File: config.mk
export PLATFORM = sky130hd
export DESIGN_NAME = rx_port_arbiter
export DESIGN_NICKNAME = d
export VERILOG_FILES = /design/src/rtl/rx_pkg.sv /design/src/rtl/rr_picker.sv /design/src/rtl/rx_port_arbiter.sv
export SDC_FILE = /design/constraint.sdc
export NUM_CORES = 1
export LEC_CHECK = 0
export ABC_AREA = 1
export BUFFER_PORTS_ARGS = -buffer_cell sky130_fd_sc_hd__buf_4
export CAP_MARGIN = 40
export CORE_MARGIN = 8
export CORE_UTILIZATION = 45
export CTS_CLUSTER_DIAMETER = 80
export CTS_CLUSTER_SIZE = 30
export DETAILED_ROUTE_END_ITERATION = 8
export GPL_TIMING_DRIVEN = 0
export PLACE_DENSITY = 0.84
export SKIP_LAST_GASP = 1
export SYNTH_ARGS = -nofsm -noshare
export SYNTH_HDL_FRONTEND = slang
export SYNTH_SLANG_ARGS = --single-unit
File: constraint.sdc
create_clock -name HCLK -period 2.4 [get_ports HCLK]
set_input_delay 0 -clock HCLK [delete_from_list [all_inputs] [get_ports HCLK]]
set_output_delay 0 -clock HCLK [all_outputs]
set_load 0.01 [all_outputs]
File: src/rtl/rx_pkg.sv
// Shared definitions for the receive-port arbiter: FSM states, header field
// positions and the packet-length clamp used to size each data burst.
package rx_pkg;

  typedef enum logic {
    ARB    = 1'b0,
    STREAM = 1'b1
  } rx_state_e;

  localparam int HDR_DST_MSB = 31;
  localparam int HDR_DST_LSB = 24;
  localparam int HDR_SRC_MSB = 23;
  localparam int HDR_SRC_LSB = 16;
  localparam int HDR_LEN_MSB = 15;
  localparam int HDR_LEN_LSB = 8;

  localparam int unsigned MAX_WORDS_DEFAULT = 8;

  // Byte length to data-flit count; the receiver needs at least one data flit
  // and cannot buffer more than max_words.
  function automatic int unsigned clamp_words(input logic [7:0] len_bytes,
                                              input int unsigned max_words);
    int unsigned words;
    words = {24'd0, len_bytes} >> 2;
    if (words == 0) begin
      words = 1;
    end else if (words > max_words) begin
      words = max_words;
    end
    return words;
  endfunction

endpackage

File: src/rtl/rr_picker.sv
// Combinational round-robin picker: first set request bit searching upward
// from last+1, wrapping modulo N.
module rr_picker #(
  parameter int N  = 4,
  parameter int IW = (N > 1) ? $clog2(N) : 1
) (
  input  logic [N-1:0]  req,
  input  logic [IW-1:0] last,
  output logic          valid,
  output logic [IW-1:0] idx
);

  logic          found;
  logic [IW-1:0] cand;

  // NOTE: every output and temporary gets a default at the top of the block;
  // a path that leaves one unassigned would infer a latch.
  always_comb begin
    valid = |req;
    idx   = '0;
    found = 1'b0;
    cand  = '0;
    for (int off = 1; off <= N; off++) begin
      cand = IW'((int'(last) + off) % N);
      if (!found && req[cand]) begin
        found = 1'b1;
        idx   = cand;
      end
    end
  end

endmodule

File: src/rtl/rx_port_arbiter.sv
// Round-robin share of the node's single receive port between N router
// channels: header forwarded combinationally, then the owner streams its data.
module rx_port_arbiter
  import rx_pkg::*;
#(
  parameter int          N         = 4,
  parameter int unsigned MAX_WORDS = MAX_WORDS_DEFAULT
) (
  input  logic          HCLK,
  input  logic          HRESETn,
  input  logic [N-1:0]  M_Req,
  input  logic [32*N-1:0] M_Data,
  output logic [N-1:0]  M_Ack,
  output logic          S_Req,
  output logic [31:0]   S_Data,
  input  logic          S_Ack,
  output logic [N-1:0]  Grant,
  output logic          Busy
);

  localparam int IW = (N > 1) ? $clog2(N) : 1;
  localparam int CW = $clog2(MAX_WORDS + 1);

  rx_state_e     state_q, state_d;
  logic [IW-1:0] owner_q, owner_d;
  logic [IW-1:0] last_q,  last_d;
  logic [CW-1:0] cnt_q,   cnt_d;

  logic [31:0]   chan_data [N];
  logic          pick_valid;
  logic [IW-1:0] pick_idx;
  logic [31:0]   win_hdr;

  for (genvar i = 0; i < N; i++) begin : g_slice
    assign chan_data[i] = M_Data[32*i +: 32];
  end

  rr_picker #(.N(N), .IW(IW)) u_picker (
    .req   (M_Req),
    .last  (last_q),
    .valid (pick_valid),
    .idx   (pick_idx)
  );

  assign win_hdr = chan_data[pick_idx];

  // NOTE: state registers use non-blocking assignments so every flop samples
  // its pre-edge value regardless of evaluation order.
  always_ff @(posedge HCLK or negedge HRESETn) begin
    if (!HRESETn) begin
      state_q <= ARB;
      owner_q <= '0;
      last_q  <= IW'(N - 1);
      cnt_q   <= '0;
    end else begin
      state_q <= state_d;
      owner_q <= owner_d;
      last_q  <= last_d;
      cnt_q   <= cnt_d;
    end
  end

  always_comb begin
    state_d = state_q;
    owner_d = owner_q;
    last_d  = last_q;
    cnt_d   = cnt_q;
    S_Req   = 1'b0;
    S_Data  = '0;
    M_Ack   = '0;
    Grant   = '0;
    Busy    = 1'b0;

    // Outputs are forced idle while reset is held, since the header path is
    // combinational from M_Req/S_Ack.
    if (HRESETn) begin
      unique case (state_q)
        ARB: begin
          if (S_Ack && pick_valid) begin
            S_Req           = 1'b1;
            S_Data          = win_hdr;
            M_Ack[pick_idx] = 1'b1;
            owner_d         = pick_idx;
            last_d          = pick_idx;
            cnt_d           = CW'(clamp_words(win_hdr[HDR_LEN_MSB:HDR_LEN_LSB],
                                              MAX_WORDS));
            state_d         = STREAM;
          end
        end
        STREAM: begin
          Busy           = 1'b1;
          Grant[owner_q] = 1'b1;
          S_Data         = chan_data[owner_q];
          M_Ack[owner_q] = 1'b1;
          cnt_d          = cnt_q - CW'(1);
          if (cnt_q == CW'(1)) begin
            state_d = ARB;
          end
        end
        default: state_d = ARB;
      endcase
    end
  end

endmodule

# After elaboration in Yosys (flattened, before gate mapping)
# Cells that the tools add are included.
# op_classes
eq_ne	2
reduce_logical	13
muxes	44
magnitude_cmp	11
n_addsub	5
n_bitwise	3
# ops
cell	n
32-bit two-way mux	6
32-bit binary-select mux with 2-bit select	2
32-bit one-hot mux with 2 select lines	1
32-bit zero test	1
4-bit two-way mux	7
2-bit by 3-bit < comparator with 1-bit output (second input constant)	6
4-bit one-hot mux with 2 select lines	2
1-bit two-way mux	15
1-bit binary-select mux with 2-bit select	4
2-bit two-way mux	4
3-bit greater-or-equal comparator (second input constant)	2
6-bit by 4-bit greater-than comparator with 1-bit output (second input constant)	1
1-bit logical AND	6
2-bit inverter with 3-bit output	2
2-bit by 1-bit adder with 2-bit output (second input constant)	2
2-bit adder (second input constant)	2
1-bit demux with 2-bit select	2
4-bit by 1-bit == test with 1-bit output (second input constant)	1
2-bit by 1-bit greater-or-equal comparator with 1-bit output (second input constant)	2
4-bit OR reduction	1
4-bit by 1-bit subtractor with 4-bit output (second input constant)	1
1-bit zero test	3
3-bit AND reduction	1
2-bit inequality test (second input constant)	1
other kinds (3)	3
# totals
output_inout_bits	42
ff_bits	9

# Longest topological paths before layout
# depth
depth_word	22
depth_mapped	20
mapped_depth_nobuf	19

# Modules after synthesis
# From an unflattened synthesis, not the netlist that was laid out.
# unflattened
cells_unflattened	450
hier_area_um2	2590.0
# modules_own_cells
module	seq_area_each_um2	area_per_inst_um2	instances	cells_per_inst
rx_port_arbiter	227.7	2288.4	1	400
rr_picker	0.0	301.5	1	50

# Worst setup path after synthesis
# OpenSTA, ideal clock, no wires.
# synth_path
path_type	reg2out
from	reg last_q[0]
to	out S_Data[30]
slack_ns	0.208
arrival_time_ns	2.192
path_stages_with_launch	13
required_time_ns	2.400
cell_sequence	dfstp_2 -> buf_6 -> nand2_2 -> nand3_1 -> nand2_1 -> nor2_4 -> nand3_1 -> nand3_2 -> nand2_4 -> nand2_2 -> buf_2 -> nor2_1 -> o41ai_1
# synth_between
elab_chain_len	20
elab_cells_between_ends	32
# synth_lines
item	line_no	text
from (decl)	rx_port_arbiter.sv:26	logic [IW-1:0] last_q, last_d;
from (signal assigned)	rx_port_arbiter.sv:53	last_q <= IW'(N - 1);
from (signal assigned)	rx_port_arbiter.sv:58	last_q <= last_d;
2-bit by 1-bit adder with 2-bit output	rr_picker.sv:24	cand = IW'((int'(last) + off) % N);
1-bit binary-select mux with 2-bit select	rr_picker.sv:25	if (!found && req[cand]) begin
1-bit two-way mux (implied by the code)	rr_picker.sv:25	
1-bit two-way mux	rr_picker.sv:25	
1-bit zero test	rr_picker.sv:25	
1-bit logical AND	rr_picker.sv:25	
1-bit two-way mux	rr_picker.sv:25	
1-bit zero test	rr_picker.sv:25	
(+3 left out)	--	
1-bit logical AND	rr_picker.sv:25	
2-bit two-way mux (*)	rr_picker.sv:25	
2-bit inverter with 3-bit output (implied by the code) (*)	rx_port_arbiter.sv:45	assign win_hdr = chan_data[pick_idx];
32-bit binary-select mux with 2-bit select (*)	rx_port_arbiter.sv:45	
32-bit two-way mux (implied by the code) (*) (2 in a row)	rx_port_arbiter.sv:45	
32-bit two-way mux (*)	rx_port_arbiter.sv:79	if (S_Ack && pick_valid) begin
32-bit one-hot mux with 2 select lines (*)	rx_port_arbiter.sv:77	unique case (state_q)
32-bit two-way mux (*)	rx_port_arbiter.sv:76	if (HRESETn) begin
to (decl)	rx_port_arbiter.sv:15	output logic [31:0] S_Data,
# Every way passes the cells marked *; elsewhere a longest branch is shown, timed or not. The select of a mux whose other input is x is not followed.

# Final worst setup path
# layout_path
from	reg last_q[0]
to	out S_Data[9]
# Same word-level chain as after synthesis.

==> out/summary.txt <==
Die span in x: 95.3 microns
FF-to-FF setup slack: -270 ps
Number of global-route vias before repair: 5234
Top-count cell post-synth: nand2_1
Worst skew pair latency: 230 ps
Synth Instances: 505
Global route hottest layer: met2
Drt wl/cell: 21.5 microns
LEAKAGE: 0.00245 uW
Worst Slack Setup Final: -418 ps
Layout cells sized above 1: 44.0%
Total grt overflow: 0
Vias per cell: 6.63
First-pass GRT wire length: 25.0 mm
Fin. Hold Viols: 0
Max-slew violations: 0
Initial Utilization: 45.6%
Root Driver: clkbuf_8
Initial antenna violation count: 0
Clk pin slew, worst setup/hold paths: 50 ps
Critical Path Sink Type: primary output
HP Class: in2async
Via count: 5223
#FFs+latches synth: 9
Worst R2R Start: last_q[0]
Largest net degree at the start of global routing: 13
Placed instance count: 758
Period utilization: 117%
Post-synth EDFFs: 0
Area grow syn2layout: 75.9%
Die area: 9080 sq um
Fin crit period: 2820 ps
M1 GR Usage: 35.7%
Avg Cell Area, Syn: 5.60 sq um
Met3 usage: 12.8%
Mapped Nets: 642
Critical Path Slowest Stage Cell: dfstp_2
Core ar.: 6200 sq um
H-tree depth: 1
Worst Tran Pin Value: 755 ps
Synth area leader: o22ai_1
Netlist cell types: 47
Largest stage delay on the critical path: 570 ps
Clock Sinks: 9
Most common cell on crit path: nand2_2
Drt first pass iters: 6
RSZ-0062 raised after global routing: yes
Finished Layout Cells: 788
RD Place Congestion: 0.953
Reg2reg end: cnt_q[0]
Peak supply drop: 1030 uV
Outcome: finished with violations
ANT cells: 0
I/O pin count: 177
Synth top area cells: o22ai_1 (11%), nand2_1 (11%), nor2_1 (11%)
Post-synth ARST share: 100%
Max Root-Sink Buffers: 2
FMAX: 0.355 GHz
Worst Path Buf+Inv: 5
Clock Skews: 0.907 ps
Failing checks: setup timing
Fin area: 4980 sq um
Pwr per Cell Area: 1910 nW/um^2
CP Launch Type: flip-flop
Post-synth top cells: nand2_1 (83), nor2_1 (81), o22ai_1 (50)
Cell Area, Placed: 4250 sq um
Yosys top cell area share: 11.1%
Die height: 95.3 microns
Required time worst endpoint: 2400 ps
DRC Markers: 0
R2r worst-path depth: 20
Drt initial violations: 552
Num CTS Buffers: 3
Rows: 29
Slew HR: 49.6%
ANT nets after route: 0
CP Class: reg2out
Max-cap violations: 0
CP arrival: 2820 ps
Post-synthesis sequential area ratio: 8.05%
GRT Total Usage: 34.2%
Synthesis warning total: 0
DRT Wirelength: 16.9 mm
Final nets: 849
CP max FO: 8
CP Cell Sequence: buf_6, nand2_2, nand2_2, nand2_2, buf_4, nand4_1, nand2_2, nand2_4, nand2_8, nor2_4, inv_4, buf_6, o22ai_1, nor2_1, a31oi_2, nor2_1, buf_4
Worst path top cell family by delay: simple AND/OR/NAND/NOR gates
Final setup fails: 37
CTS tree: yes
Met2 usage: 58.5%
Post-detail-place hpwl: 12.0 mm
Ys flop type: dfrtp_1
PortBufs: 176
Synthesized area: 2830 sq um
==> sequential cells by signal, indices dropped and copies added, names as in the netlist <==
register,flops
owner_q,2
last_q,2
state_q,1
cnt_q,4
==> timing repair <==
item | 4_1_cts | 5_1_grt
setup buffers | 19 | 3
pin swaps | 24 | 21
endpoints found under the hold margin | 9 | 0
endpoints found under the setup margin | 38 | 41
gates cloned | 3 | 1
gates resized for setup | 65 | 43
hold buffers | 1 | 0
==> cells by family (layout without fill, tap and decap cells) <==
kind of cell,Yosys count,in the layout,synth area share [%]
AO/OA/AOI/OAI,166,166,37.6
XOR/XNOR,1,1,0.310
adder cells (fa/ha/maj),2,2,0.884
buffers and inverters,82,288,12.5
flip-flops,9,9,8.05
AND/OR/NAND/NOR,245,245,40.7
==> report_power, final <==
group	switching, uW	total (uW)	internal [uW]	leakage (uW)
Sequential	86.0	327	241	0.000103
Clock	65.1	181	116	0.0000228
Combinational	5220	9010	3790	0.00232
Total	5370	9520	4150	0.00245
==> cell type report <==
type                            instances  area (sq um)
Timing Repair Buffer                  203          1620
Tap cell                               77          96.3
Sequential cell                         9           228
Inverter                               49           204
Multi-Input combinational cell        414          2560
Fill cell                             453          1230
Clock buffer                            4          45.0
Buffer                                 32           234
==> cells in the final DEF, fill, tap and decap left out, types with 11 or more instances in the layout <==
cell type | Yosys | routed
nand2_1 | 83 | 65
nor2_1 | 81 | 80
o221ai_1 | 12 | 12
nand2_2 | 10 | 21
a21oi_1 | 16 | 11
inv_1 | 44 | 43
o21ai_0 | 46 | 42
nand3_1 | 18 | 13
o22ai_1 | 50 | 40
clkbuf_1 | 20 | 17
buf_4 | 4 | 194
==> per-layer routing <==
metal  share of wire (%)  wire (microns)
met1                  31            5230
met2                  47            7900
met3                  16            2700
met4                 6.6            1120
met5                   0               0
==> through the flow <==
step	util [%]	setup WS [ps]	total power, uW	TNS [ps]	hold slack [ps]
2_1_floorplan	-	208	4710	0	-296
3_5_place_dp	68.5	-184	6720	-3000	-162
6_report	80.2	-418	9520	-10570	143
4_1_cts	76.7	-279	8500	-7520	146
3_3_place_gp	68.5	-147	6550	-1490	-162
5_1_grt	80.2	-497	9950	-15170	163
==> worst max-delay path by stage <==
stage / to / startpoint / depth (start not counted) / slack, ps
floorplan: S_Data[30] / last_q[0] / 12 / 210
global placement: S_Data[30] / last_q[1] / 12 / -150
detailed placement: S_Data[26] / last_q[0] / 14 / -180
CTS: S_Data[22] / last_q[1] / 14 / -280
global route: S_Data[18] / last_q[0] / 16 / -500
finish: S_Data[9] / last_q[0] / 17 / -420
Note: power is estimated with default switching activity, not from simulation.
